==> config.mk <==
export PLATFORM = sky130hd
export DESIGN_NAME = writeback_arbiter_flat
export DESIGN_NICKNAME = d
export VERILOG_FILES = /design/src/rtl/writeback_arbiter_if.sv /design/src/rtl/writeback_arbiter.sv /design/src/flat_wrapper.sv
export SDC_FILE = /design/constraint.sdc
export NUM_CORES = 1
export LEC_CHECK = 0
export BUFFER_PORTS_ARGS = -buffer_cell sky130_fd_sc_hd__buf_2
export CAP_MARGIN = 10
export CORE_ASPECT_RATIO = 1.5
export CORE_MARGIN = 5
export CORE_UTILIZATION = 50
export CTS_BUF_LIST = sky130_fd_sc_hd__clkbuf_8
export CTS_CLUSTER_DIAMETER = 50
export DETAILED_ROUTE_END_ITERATION = 10
export HOLD_SLACK_MARGIN = 0.1
export PLACE_DENSITY = 0.79
export SLEW_MARGIN = 5
export SYNTH_ARGS = -nofsm -noshare
export SYNTH_HDL_FRONTEND = slang
export SYNTH_SLANG_ARGS = --single-unit
==> constraint.sdc <==
create_clock -name clk -period 2.5 [get_ports clk]
set_input_delay 0.5 -clock clk [delete_from_list [all_inputs] [get_ports clk]]
set_output_delay 0.5 -clock clk [all_outputs]
set_load 0.02 [all_outputs]
==> src/rtl/writeback_arbiter_if.sv <==
// writeback_arbiter_if
// Bundles every non-clock signal of the write-back arbiter.
//   pipe_*      : in-order result from the main pipeline (valid, rd, data, target file)
//   fpu_*       : out-of-order FPU result, valid/ready handshake (fpu_ready from arbiter)
//   rd_w, result_w, reg_write_w, fpu_reg_write_w : the shared register-file write port
//   stall_req   : asks upstream to hold pipe_* so a starved FIFO head can write
//   fifo_count  : number of FPU results currently queued
// The master modport is the producer side (pipeline, FPU and regfile),
// the slave modport is the arbiter itself.
interface writeback_arbiter_if #(
   parameter int DEPTH = 4,
   parameter int DATAW = 32
);
   logic                   pipe_valid;
   logic [4:0]             pipe_rd;
   logic [DATAW-1:0]       pipe_result;
   logic                   pipe_fpu;

   logic                   fpu_valid;
   logic                   fpu_ready;
   logic [4:0]             fpu_rd;
   logic [DATAW-1:0]       fpu_result;
   logic                   fpu_to_int;

   logic [4:0]             rd_w;
   logic [DATAW-1:0]       result_w;
   logic                   reg_write_w;
   logic                   fpu_reg_write_w;
   logic                   stall_req;
   logic [$clog2(DEPTH):0] fifo_count;

   modport master (
      output pipe_valid, pipe_rd, pipe_result, pipe_fpu,
      output fpu_valid, fpu_rd, fpu_result, fpu_to_int,
      input  fpu_ready,
      input  rd_w, result_w, reg_write_w, fpu_reg_write_w, stall_req, fifo_count
   );

   modport slave (
      input  pipe_valid, pipe_rd, pipe_result, pipe_fpu,
      input  fpu_valid, fpu_rd, fpu_result, fpu_to_int,
      output fpu_ready,
      output rd_w, result_w, reg_write_w, fpu_reg_write_w, stall_req, fifo_count
   );
endinterface

==> src/rtl/writeback_arbiter.sv <==
// writeback_arbiter
// Drives the single register-file write port from two sources: in-order
// pipeline results (priority) and out-of-order FPU results, which wait in a
// small FIFO. A saturating starvation counter raises stall_req so the FIFO
// head is guaranteed to write after STARVE_LIMIT cycles of waiting.
// Ports:
//   clk  : single clock, state updates on the rising edge
//   rst  : asynchronous, active-low reset
//   bus  : writeback_arbiter_if.slave (pipeline in, FPU handshake, write port,
//          stall_req, fifo_count)
module writeback_arbiter #(
   parameter int DEPTH        = 4,
   parameter int DATAW        = 32,
   parameter int STARVE_LIMIT = 8
) (
   input  logic                clk,
   input  logic                rst,
   writeback_arbiter_if.slave  bus
);
   localparam int PTRW = $clog2(DEPTH);
   localparam int CNTW = PTRW + 1;
   localparam int SCW  = $clog2(STARVE_LIMIT + 1);
   localparam logic [CNTW-1:0] FULL_COUNT = CNTW'(DEPTH);
   localparam logic [SCW-1:0]  STARVE_MAX = SCW'(STARVE_LIMIT);

   typedef enum logic [2:0] {
      SRC_NONE,
      SRC_STARVED_HEAD,
      SRC_PIPE,
      SRC_HEAD,
      SRC_BYPASS
   } src_e;

   logic [DATAW-1:0] data_mem   [DEPTH];
   logic [4:0]       rd_mem     [DEPTH];
   logic             to_int_mem [DEPTH];

   logic [PTRW-1:0]  rd_ptr;
   logic [PTRW-1:0]  wr_ptr;
   logic [CNTW-1:0]  count;
   logic [SCW-1:0]   starve_cnt;

   src_e             src;
   logic             fifo_empty;
   logic             ready;
   logic             stall;
   logic             do_enq;
   logic             do_deq;
   logic             wr_any;
   logic             wr_fpu_target;
   logic [4:0]       wr_rd;
   logic [DATAW-1:0] wr_data;

   // Readiness only looks at occupancy, never at a same-cycle dequeue or at
   // fpu_valid, so the handshake has no combinational loop back to the FPU.
   assign fifo_empty = (count == '0);
   assign ready      = (count < FULL_COUNT);
   assign stall      = (starve_cnt == STARVE_MAX) && !fifo_empty;

   // Pick who owns the write port this cycle. A starved head beats the
   // pipeline; otherwise the pipeline wins, then the queued head, and only
   // with an empty queue may a fresh FPU result go straight through.
   always_comb begin
      src = SRC_NONE;
      if (stall)
         src = SRC_STARVED_HEAD;
      else if (bus.pipe_valid)
         src = SRC_PIPE;
      else if (!fifo_empty)
         src = SRC_HEAD;
      else if (bus.fpu_valid && ready)
         src = SRC_BYPASS;
   end

   // Mux the selected source onto the write port. An idle port drives zeros
   // so the regfile address/data lines are quiet and deterministic.
   always_comb begin
      wr_any        = 1'b0;
      wr_fpu_target = 1'b0;
      wr_rd         = '0;
      wr_data       = '0;
      case (src)
         SRC_STARVED_HEAD, SRC_HEAD: begin
            wr_any        = 1'b1;
            wr_fpu_target = !to_int_mem[rd_ptr];
            wr_rd         = rd_mem[rd_ptr];
            wr_data       = data_mem[rd_ptr];
         end
         SRC_PIPE: begin
            wr_any        = 1'b1;
            wr_fpu_target = bus.pipe_fpu;
            wr_rd         = bus.pipe_rd;
            wr_data       = bus.pipe_result;
         end
         SRC_BYPASS: begin
            wr_any        = 1'b1;
            wr_fpu_target = !bus.fpu_to_int;
            wr_rd         = bus.fpu_rd;
            wr_data       = bus.fpu_result;
         end
         default: begin
            wr_any = 1'b0;
         end
      endcase
   end

   // Integer x0 is hard-wired zero, so its write is dropped even though the
   // result still counts as consumed; f0 is a real register and is written.
   assign bus.rd_w            = wr_rd;
   assign bus.result_w        = wr_data;
   assign bus.reg_write_w     = wr_any && !wr_fpu_target && (wr_rd != 5'd0);
   assign bus.fpu_reg_write_w = wr_any && wr_fpu_target;
   assign bus.fpu_ready       = ready;
   assign bus.stall_req       = stall;
   assign bus.fifo_count      = count;

   assign do_deq = (src == SRC_STARVED_HEAD) || (src == SRC_HEAD);
   assign do_enq = bus.fpu_valid && ready && (src != SRC_BYPASS);

   // FIFO storage carries no reset: occupancy is tracked by count, so stale
   // entries are never observed.
   always_ff @(posedge clk) begin
      if (do_enq) begin
         data_mem[wr_ptr]   <= bus.fpu_result;
         rd_mem[wr_ptr]     <= bus.fpu_rd;
         to_int_mem[wr_ptr] <= bus.fpu_to_int;
      end
   end

   // Pointers wrap naturally because DEPTH is a power of two; count moves
   // only when exactly one of enqueue/dequeue happens.
   always_ff @(posedge clk or negedge rst) begin
      if (!rst) begin
         rd_ptr <= '0;
         wr_ptr <= '0;
         count  <= '0;
      end else begin
         if (do_enq)
            wr_ptr <= wr_ptr + 1'b1;
         if (do_deq)
            rd_ptr <= rd_ptr + 1'b1;
         case ({do_enq, do_deq})
            2'b10:   count <= count + 1'b1;
            2'b01:   count <= count - 1'b1;
            default: count <= count;
         endcase
      end
   end

   // Counts how long the current head has been waiting. Any dequeue hands the
   // head role to a fresh entry, so the count restarts from zero.
   always_ff @(posedge clk or negedge rst) begin
      if (!rst) begin
         starve_cnt <= '0;
      end else if (do_deq || fifo_empty) begin
         starve_cnt <= '0;
      end else if (starve_cnt != STARVE_MAX) begin
         starve_cnt <= starve_cnt + 1'b1;
      end
   end
endmodule
==> src/flat_wrapper.sv <==
// flat-port wrapper written by rule: the top's interface ports become plain ports
module writeback_arbiter_flat 
#(
   parameter int DEPTH        = 4,
   parameter int DATAW        = 32,
   parameter int STARVE_LIMIT = 8
)
  (clk, rst, bus_pipe_valid, bus_pipe_rd, bus_pipe_result, bus_pipe_fpu, bus_fpu_valid, bus_fpu_rd, bus_fpu_result, bus_fpu_to_int, bus_fpu_ready, bus_rd_w, bus_result_w, bus_reg_write_w, bus_fpu_reg_write_w, bus_stall_req, bus_fifo_count);
  writeback_arbiter_if #(.DEPTH(DEPTH), .DATAW(DATAW)) bus_i ();
  input  logic clk;
  input  logic rst;
  input wire logic [$bits(bus_i.pipe_valid)-1:0] bus_pipe_valid;
  input wire logic [$bits(bus_i.pipe_rd)-1:0] bus_pipe_rd;
  input wire logic [$bits(bus_i.pipe_result)-1:0] bus_pipe_result;
  input wire logic [$bits(bus_i.pipe_fpu)-1:0] bus_pipe_fpu;
  input wire logic [$bits(bus_i.fpu_valid)-1:0] bus_fpu_valid;
  input wire logic [$bits(bus_i.fpu_rd)-1:0] bus_fpu_rd;
  input wire logic [$bits(bus_i.fpu_result)-1:0] bus_fpu_result;
  input wire logic [$bits(bus_i.fpu_to_int)-1:0] bus_fpu_to_int;
  output wire logic [$bits(bus_i.fpu_ready)-1:0] bus_fpu_ready;
  output wire logic [$bits(bus_i.rd_w)-1:0] bus_rd_w;
  output wire logic [$bits(bus_i.result_w)-1:0] bus_result_w;
  output wire logic [$bits(bus_i.reg_write_w)-1:0] bus_reg_write_w;
  output wire logic [$bits(bus_i.fpu_reg_write_w)-1:0] bus_fpu_reg_write_w;
  output wire logic [$bits(bus_i.stall_req)-1:0] bus_stall_req;
  output wire logic [$bits(bus_i.fifo_count)-1:0] bus_fifo_count;
  assign bus_i.pipe_valid = bus_pipe_valid;
  assign bus_i.pipe_rd = bus_pipe_rd;
  assign bus_i.pipe_result = bus_pipe_result;
  assign bus_i.pipe_fpu = bus_pipe_fpu;
  assign bus_i.fpu_valid = bus_fpu_valid;
  assign bus_i.fpu_rd = bus_fpu_rd;
  assign bus_i.fpu_result = bus_fpu_result;
  assign bus_i.fpu_to_int = bus_fpu_to_int;
  assign bus_fpu_ready = bus_i.fpu_ready;
  assign bus_rd_w = bus_i.rd_w;
  assign bus_result_w = bus_i.result_w;
  assign bus_reg_write_w = bus_i.reg_write_w;
  assign bus_fpu_reg_write_w = bus_i.fpu_reg_write_w;
  assign bus_stall_req = bus_i.stall_req;
  assign bus_fifo_count = bus_i.fifo_count;
  writeback_arbiter #(.DEPTH(DEPTH), .DATAW(DATAW), .STARVE_LIMIT(STARVE_LIMIT)) u_core (.clk(clk), .rst(rst), .bus(bus_i));
endmodule
==> results of run 1 <==
[cells by family (layout without fill, tap and decap cells)]
| group | after synthesis | count (layout) | synth area share |
|---|---|---|---|
| xor gates and xnor gates | 8 | 8 | 0.0103 |
| buffers and inverters | 35 | 230 | 0.0256 |
| adders and majority gates | 8 | 8 | 0.0157 |
| and+or+nand+nor | 86 | 86 | 0.0578 |
| AOI/OAI and AO/OA | 51 | 52 | 0.0553 |
| muxes | 39 | 39 | 0.127 |
| DFF | 163 | 163 | 0.708 |
[synthesized netlist by cell type, types with 5 or more instances]
| library cell | n | area (um2) |
|---|---|---|
| clkbuf_1 | 5 | 18.8 |
| buf_2 | 13 | 65.1 |
| inv_1 | 13 | 48.8 |
| and2_1 | 6 | 37.5 |
| nand2_1 | 61 | 229 |
| dfrtp_1 | 11 | 275 |
| ha_1 | 7 | 87.6 |
| xnor2_1 | 5 | 43.8 |
| a21oi_1 | 6 | 30.0 |
| edfxtp_1 | 152 | 4560 |
| a22oi_1 | 33 | 248 |
| nor2_1 | 6 | 22.5 |
| mux4_2 | 37 | 833 |
[sequential cells by signal, indices dropped and copies added (netlist names)]
name and count:
u_core.wr_ptr 2, u_core.to_int_mem 4, u_core.starve_cnt 4, u_core.data_mem 128
u_core.rd_ptr 2, u_core.rd_mem 20, u_core.bus.fifo_count 3
[final timing paths]
path                                       from                        to  slack (ns)  cells past startpoint
min in group asynchronous                   rst          u_core.rd_ptr[0]        0.46                      2
setup reg to reg           u_core.starve_cnt[1]  u_core.bus.fifo_count[2]        0.08                     13
setup / recovery               u_core.rd_ptr[0]           bus_reg_write_w       -0.42                      5
max in group asynchronous                   rst          u_core.rd_ptr[1]        1.78                      2
hold / removal                    bus_fpu_rd[0]       u_core.rd_mem[3][0]        0.29                      1
hold reg to reg            u_core.starve_cnt[0]      u_core.starve_cnt[0]        0.57                      2
[repair_timing]
| action | 4_1_cts | 5_1_grt |
|---|---|---|
| pin swaps | 18 | 26 |
| cloned | 3 | 1 |
| resized for setup | 66 | 70 |
| hold buffers | 1 | 0 |
| endpoints found under the setup margin | 37 | 40 |
| setup buffers | 13 | 15 |
| hold endpoints to repair | 11 | 0 |
[layout make-up]
class | count | area, um2 | area share
inverter | 13 | 48.8 | 0.00547
tap | 162 | 203 | 0.0227
clock inverter | 15 | 111 | 0.0125
timing repair buffer | 185 | 1420 | 0.159
multi-input combinational | 193 | 2070 | 0.232
clock buffer | 17 | 234 | 0.0262
sequential | 163 | 4840 | 0.542
[per-layer routing]
| metal | wire [um] | up-vias | global-route usage |
|---|---|---|---|
| li1 | - | 1907 | - |
| met5 | 7 | - | 0 |
| met1 | 6120 | 2194 | 0.246 |
| met4 | 595 | 2 | 0.0919 |
| met2 | 9080 | 190 | 0.353 |
| met3 | 1050 | 48 | 0.0468 |
[cells in the final DEF (no fill, tap or decap), drive strengths merged, types with 2 or more instances in the layout]
cell and instances:
a211o 3, a21oi 7, a22oi 33, and2 6, and3 4, buf 182, clkbuf 19, clkinv 6
clkinvlp 5, dfrtp 11, edfxtp 152, ha 7, inv 17, mux4 38, nand2 61, nand3 3
nor2 6, nor3 2, nor4 2, o211a 3, o21ai 2, xnor2 5, xor2 3
[worst reg2reg max path: cells and delay by family (launching register included)]
family | cells | cell delay [ns]
fa+ha+maj | 3 | 0.68
buf+inv | 5 | 0.56
flops | 1 | 0.42
simple gates | 2 | 0.22
compound gates | 1 | 0.18
xor+xnor | 2 | 0.27
[power by group]
group          internal (uW)  switching [uW]
Clock                    690             976
Combinational           1760            1890
Sequential              3430             179
[through the flow]
step	cell area, um2	hold WS (ns)	instances	util	total power, uW
after floorplan	6850	0.204	390	-	5640
after global placement	7800	0.399	686	0.580	6540
after detailed placement	7800	0.408	686	0.580	6630
after CTS	8570	0.262	734	0.636	8570
after global routing	8930	0.254	748	0.663	9360
final	8930	0.289	748	0.663	8930
==> impl_metrics.py, run 1 <==
metrics = {
    "synth": {
        "synth_cells": 390,
        "synth_edf_count": 152,
        "async_reset_ff_frac": 0.0675,
        "synth_fp_nets": 478,
        "ys_types": 36,
        "ys_seq_area_frac": 0.708,
        "ys.flop_type": "edfxtp_1",
        "yosys_register_bits": 163,
        "synth_area_um2": 6840,
        "synth_warnings": 0,
        "syn_area_per_cell_um2": 17.5,
    },
    "clock_tree": {
        "cts_tree": "built",
        "clock_sinks": 163,
        "clock_latency_ns": 0.45,
        "clk_pin_slew_worst_paths_ns": 0.10,
        "htree_levels": 4,
        "cts_buffers": 17,
        "cts_buffer_depth": 2,
        "cts-root-buf": "clkbuf_8",
    },
    "placement": {
        "io_buffers": 123,
        "place.gp.congestion": 0.805,
        "place_hpwl_um": 10300,
        "pre_cts_ws_ns": -0.0304,
    },
    "run": {
        "drv_cap": 0,
    },
    "global_route": {
        "grt_max_degree": 24,
        "gr-total-overflow": 0,
        "grt_pass1_wl_um": 24900,
        "antenna_found_initial": 1,
        "grt_usage": 0.205,
        "grt_pass1_vias": 4480,
    },
    "route": {
        "via_per_inst": 5.80,
        "ant_nets": 0,
        "drt_first_pass_iters": 7,
        "wire_per_inst_um": 22.5,
        "detail_route.wirelength_um": 16900,
        "drc": 0,
        "vias": 4341,
        "drt_iter0_drc": 285,
    },
    "worst_setup_path": {
        "cpMaxStageDelayCell": "mux4_2",
        "crit_chain": "mux4_2, a211o_1, nor4_4, a211oi_2, buf_4",
        "required_ns": 2.00,
        "crit_buf_inv": 1,
        "worstSetupEndpointType": "primary output",
        "path_max_fanout": 5,
        "cpPeakStageDelay_ns": 0.53,
        "crit_type": "reg2out",
        "start_kind": "register",
        "cp.arrival_ns": 2.42,
        "critPathTopFamily": "multiplexers",
    },
    "sta": {
        "skew_ns": 0.0222,
        "fmaxAchievable_mhz": 342,
        "fin_crit_sh": 1.17,
        "setup_ws_ns": -0.421,
        "maxSlewViolCount": 0,
        "setup_viol": 37,
        "finalSetupTns_ns": -9.73,
        "period_needed_ns": 2.92,
        "max-slew-margin-rel": 0.775,
        "grt_setup_unrepaired": "yes",
        "tightest_slew_ns": 0.337,
        "hold_violations": 0,
    },
    "layout": {
        "final_layout_size_suffix_gt1_frac": 0.522,
        "fillers": 886,
        "syn2layout_area_growth_pct": 30.6,
        "layout.nets": 661,
        "n_antenna_cell": 0,
    },
    "floorplanning": {
        "die-area_um2": 16200,
        "num_rows": 52,
        "coreArea_um2": 13500,
        "start_util": 0.508,
        "die_y_um": 153,
        "ios": 124,
        "die_w_um": 105,
    },
    "power": {
        "cellPowerDensity_nw_per_um2": 1000,
        "vdd_drop_max_mv": 0.529,
        "p_leak_uw": 0.00342,
    },
    "run_status": {
        "violations": "negative setup slack",
        "status": "finished with violations",
    },
    "worst_hold_path": {
        "holdCritPathClass": "in2reg",
    },
}
Note: power is estimated with default switching activity, not from simulation.
==> inputs of run 2 (changes only) <==
BUFFER_PORTS_ARGS = -buffer_cell sky130_fd_sc_hd__buf_4   (was -buffer_cell sky130_fd_sc_hd__buf_2)
==> impl_metrics.py, run 2 (synthesis results as in run 1) <==
metrics = {
    "layout": {
        "fin_util": 0.675,
        "n_antenna_cell": 0,
        "final_layout_size_suffix_gt1_frac": 0.497,
        "syn2layout_area_growth_pct": 33.0,
        "final_common_cell": "edfxtp_1",
        "largest_register": "u_core.data_mem",
        "most-common-layout-cells": "edfxtp_1 (152), buf_4 (130), nand2_1 (61)",
        "largest_reg_flops": 128,
        "fillers": 837,
        "finalNonFillerCells": 736,
        "top_regs": "u_core.data_mem: 128 flops, u_core.rd_mem: 20 flops",
        "layout.nets": 649,
    },
    "route": {
        "detail_route.wirelength_um": 16400,
        "drt_iter0_drc": 236,
        "vias": 4195,
        "wire_per_inst_um": 22.3,
        "drc": 0,
        "via_per_inst": 5.70,
        "ant_nets": 0,
        "drt_first_pass_iters": 5,
    },
    "floorplanning": {
        "die-area_um2": 16200,
        "ios": 124,
        "coreArea_um2": 13500,
        "die_w_um": 105,
        "die_y_um": 153,
        "num_rows": 52,
        "start_util": 0.508,
    },
    "sta": {
        "setup_viol": 39,
        "fmaxAchievable_mhz": 344,
        "maxSlewViolCount": 0,
        "max-slew-margin-rel": 0.774,
        "setup_ws_ns": -0.403,
        "grt_setup_unrepaired": "yes",
        "skew_ns": 0.0143,
        "period_needed_ns": 2.90,
        "finalSetupTns_ns": -7.51,
        "hold_violations": 0,
        "tightest_slew_ns": 0.339,
        "fin_crit_sh": 1.16,
    },
    "global_route": {
        "grt_pass1_vias": 4369,
        "grt-busiest-layer": "met2",
        "grt_usage": 0.192,
        "antenna_found_initial": 0,
        "grt_use_met2": 0.344,
        "grt_pass1_wl_um": 23400,
        "gr-total-overflow": 0,
        "grt_max_degree": 25,
        "met3_usage": 0.0426,
        "met1_usage": 0.228,
    },
    "clock_tree": {
        "clk_pin_slew_worst_paths_ns": 0.09,
        "clock_latency_ns": 0.44,
        "cts_buffers": 17,
        "cts_tree": "built",
        "cts_buffer_depth": 2,
        "clock_sinks": 163,
        "htree_levels": 4,
        "cts-root-buf": "clkbuf_8",
    },
    "worst_hold_path": {
        "holdCritPathClass": "in2reg",
    },
    "placement": {
        "pre_cts_ws_ns": -0.0946,
        "place.gp.congestion": 0.796,
        "io_buffers": 123,
        "place_hpwl_um": 10600,
        "placed_cells": 684,
    },
    "power": {
        "power.total_uw": 9170,
        "cellPowerDensity_nw_per_um2": 1010,
        "vdd_drop_max_mv": 0.573,
        "p_leak_uw": 0.00342,
    },
    "worst_setup_path": {
        "crit_chain": "inv_1, ha_2, nand3b_4, o21a_1, buf_4, a22oi_1, o21ai_2, a211oi_2, buf_4",
        "required_ns": 2.00,
        "crit_type": "reg2out",
        "cpMaxStageDelayCell": "dfrtp_1",
        "cpMostUsedCell": "buf_4",
        "worstSetupEndpointType": "primary output",
        "start_kind": "register",
        "cpPeakStageDelay_ns": 0.39,
        "cp.arrival_ns": 2.40,
        "path_max_fanout": 12,
    },
    "run_status": {
        "violations": "negative setup slack",
        "status": "finished with violations",
    },
    "run": {
        "drv_cap": 0,
    },
}
run 2: cell types whose count changed in the layout (fill, tap and decap cells not counted), moves of 10 or more:
cell     change
buf_2       -98
buf_4       +89
nand2_1     +18
nand2_2     -12
a22oi_1     -10
a22oi_2     +10
run 2: power by group:
part | leakage, uW | switching (uW) | internal (uW)
clock | 0.000171 | 960 | 791
combinational | 0.00174 | 1880 | 1930
sequential | 0.00151 | 190 | 3420
total | 0.00342 | 3030 | 6140
run 2: repair_timing:
| action | 4_1_cts | 5_1_grt |
|---|---|---|
| endpoints found under the setup margin | 40 | 40 |
| hold buffers | 1 | 0 |
| hold endpoints to repair | 11 | 0 |
| resized for setup | 17 | 67 |
| cloned | 0 | 5 |
| pin swaps | 6 | 31 |
| buffers inserted | 5 | 10 |
run 2: cell type report:
| type | instances | area [um2] | area share |
|---|---|---|---|
| Clock inverter | 15 | 131 | 0.0145 |
| Tap cell | 162 | 203 | 0.0223 |
| Multi-Input combinational cell | 192 | 2030 | 0.223 |
| Clock buffer | 17 | 234 | 0.0257 |
| Inverter | 13 | 48.8 | 0.00537 |
| Timing Repair Buffer | 174 | 1600 | 0.176 |
| Sequential cell | 163 | 4840 | 0.533 |
run 2: worst max-delay path: cells and delay by family, from the launching register on:
| kind | cells | cell delay (ns) |
|---|---|---|
| compound gates | 4 | 0.78 |
| fa+ha+maj | 1 | 0.18 |
| buf+inv | 3 | 0.47 |
| flops | 1 | 0.39 |
| simple gates | 1 | 0.12 |
run 2: per-layer routing:
layer | vias to the layer above | routed length, um
li1 | 1880 | -
met1 | 2141 | 6020
met2 | 156 | 9210
met3 | 18 | 909
met4 | 0 | 267
met5 | - | 0
run 2: worst paths after layout:
check	start	to	slack, ns	depth (start not counted)
max in group asynchronous	rst	u_core.rd_ptr[1]	1.88	2
worst min-delay path	bus_fpu_result[31]	u_core.data_mem[3][31]	0.27	1
min in group asynchronous	rst	u_core.bus.fifo_count[0]	0.43	2
worst max register to register	u_core.starve_cnt[1]	u_core.bus.fifo_count[2]	-0.05	14
worst min register to register	u_core.starve_cnt[0]	u_core.starve_cnt[0]	0.55	2
worst max-delay path	u_core.starve_cnt[1]	bus_reg_write_w	-0.40	9
run 2: stage by stage:
| step | instance area [um2] | hold WS, ns |
|---|---|---|
| after floorplan | 6850 | 0.204 |
| after global placement | 8140 | 0.348 |
| after detailed placement | 8140 | 0.350 |
| after CTS | 8620 | 0.238 |
| after global routing | 9090 | 0.236 |
| final | 9090 | 0.267 |
==> inputs of run 3 (changes only) <==
==> constraint.sdc (replaced) <==
create_clock -name clk -period 2.5 [get_ports clk]
set_input_delay 0.5 -clock clk [delete_from_list [all_inputs] [get_ports clk]]
set_output_delay 0.5 -clock clk [all_outputs]
set_load 0.1 [all_outputs]
==> impl_metrics.py, run 3 (synthesis results as in run 1) <==
metrics = {
    "route": {
        "drt_first_pass_iters": 4,
        "drc": 0,
        "wire_per_inst_um": 23.3,
        "detail_route.wirelength_um": 17600,
        "drt_iter0_drc": 234,
        "ant_nets": 0,
        "vias": 4329,
        "via_per_inst": 5.73,
    },
    "global_route": {
        "grt_usage": 0.210,
        "grt_pass1_vias": 4614,
        "antenna_found_initial": 0,
        "grt_pass1_wl_um": 25700,
        "gr-total-overflow": 0,
        "grt_max_degree": 27,
    },
    "layout": {
        "n_antenna_cell": 0,
        "top_regs": "u_core.data_mem: 128 flops, u_core.rd_mem: 20 flops",
        "syn2layout_area_growth_pct": 46.2,
        "final_common_cell": "edfxtp_1",
        "layout.nets": 669,
        "largest_reg_flops": 128,
        "final_layout_size_suffix_gt1_frac": 0.604,
        "most-common-layout-cells": "edfxtp_1 (152), buf_4 (125), buf_12 (41)",
        "largest_register": "u_core.data_mem",
    },
    "sta": {
        "fin_crit_sh": 1.21,
        "setup_ws_ns": -0.525,
        "skew_ns": 0.0137,
        "max-slew-margin-rel": 0.745,
        "period_needed_ns": 3.02,
        "hold_ws_ns": 0.253,
        "tightest_slew_ns": 0.382,
        "setup_viol": 39,
        "grt_setup_unrepaired": "yes",
        "maxSlewViolCount": 0,
        "hold_violations": 0,
        "fmaxAchievable_mhz": 331,
    },
    "power": {
        "clockPowerShare": 0.151,
        "p_leak_uw": 0.00371,
        "comb_power_share": 0.542,
        "power_frac_seq": 0.306,
        "cellPowerDensity_nw_per_um2": 1190,
        "p_int_uw": 6850,
        "switching_power_uw": 5080,
        "p_sw_frac": 0.426,
        "power.total_uw": 11900,
        "vdd_drop_max_mv": 0.824,
    },
    "clock_tree": {
        "cts_buffer_depth": 2,
        "cts-root-buf": "clkbuf_8",
        "clk_pin_slew_worst_paths_ns": 0.10,
        "cts_buffers": 17,
        "cts_tree": "built",
        "clock_latency_ns": 0.45,
        "clock_sinks": 163,
        "htree_levels": 4,
    },
    "floorplanning": {
        "die_y_um": 153,
        "ios": 124,
        "start_util": 0.508,
        "die_w_um": 105,
        "coreArea_um2": 13500,
        "die-area_um2": 16200,
        "num_rows": 52,
    },
    "worst_setup_path": {
        "reg2reg_depth": 12,
        "path_max_fanout": 5,
        "cp.arrival_ns": 2.52,
        "start_kind": "register",
        "rr_startpoint": "u_core.starve_cnt[1]",
        "timing.rr.end": "u_core.bus.fifo_count[2]",
        "crit_type": "reg2out",
        "worstSetupEndpointType": "primary output",
        "required_ns": 2.00,
        "reg2reg_slack_ns": 0.08,
    },
    "run_status": {
        "status": "finished with violations",
        "violations": "negative setup slack",
    },
    "run": {
        "drv_cap": 0,
    },
    "worst_hold_path": {
        "holdCritPathClass": "in2reg",
        "hold_path_end": "u_core.data_mem[0][4]",
        "whs_path_depth": 1,
        "hold_start": "bus_fpu_result[4]",
    },
    "placement": {
        "io_buffers": 123,
        "place.gp.congestion": 0.781,
        "place_hpwl_um": 10700,
    },
}
## run 3: per-stage QoR
step	TNS [ns]	instances	util	setup slack, ns	instance area, um2
floorplan	-4.12	390	-	-0.571	7170
global placement	-0.120	685	0.626	-0.0779	8430
detailed placement	-1.02	685	0.626	-0.124	8430
CTS	-13.53	736	0.710	-0.517	9570
global route	-15.37	756	0.742	-0.606	10000
finish	-11.96	756	0.742	-0.525	10000
## run 3: how the worst max path moves through the flow
stage	start	to	slack (ns)	cells past startpoint
floorplan	u_core.bus.fifo_count[0]	bus_reg_write_w	-0.57	6
global placement	u_core.rd_ptr[0]	bus_reg_write_w	-0.08	5
detailed placement	u_core.rd_ptr[0]	bus_reg_write_w	-0.12	5
CTS	u_core.starve_cnt[1]	bus_reg_write_w	-0.52	8
global route	u_core.rd_ptr[0]	bus_reg_write_w	-0.61	6
finish	u_core.rd_ptr[0]	bus_reg_write_w	-0.52	6
## run 3: cell type report
type	instances	area, um2
Clock buffer	17	234
Clock inverter	15	136
Fill cell	711	3470
Inverter	13	52.6
Multi-Input combinational cell	192	2350
Sequential cell	163	4850
Tap cell	162	203
Timing Repair Buffer	194	2160
## run 3: timing repair
action                                 4_1_cts  5_1_grt
gates cloned                                 1        3
gates resized for setup                    137       56
endpoints found under the hold margin       11        0
hold buffers                                 1        0
setup endpoints to repair                   40       40
pin swaps                                   20       24
buffers inserted                            18       21
## run 3: power by group through the flow
stage	Combinational [uW]	Sequential [uW]	Clock, uW
final	6470	3650	1810
after global routing	6740	3680	1950
after CTS	6030	3640	1830
after detailed placement	5070	3720	0
after global placement	5020	3680	0
after floorplan	3820	3800	0
## run 3: worst max-delay path, stage by stage, from the launching register on
cell and delay, ns:
dfrtp_2 0.46, buf_12 0.13, mux4_2 0.50, a211o_4 0.36, nor4_4 0.35, a211oi_4 0.11
buf_12 0.18
## run 3: layer usage
metal | wire length, um | vias to the layer above | global-route usage | share of wire
li1 | - | 1917 | - | -
met1 | 6510 | 2240 | 0.248 | 0.37
met2 | 9890 | 140 | 0.374 | 0.56
met3 | 824 | 32 | 0.0447 | 0.047
met4 | 412 | 0 | 0.0782 | 0.023
met5 | 0 | - | 0 | 0
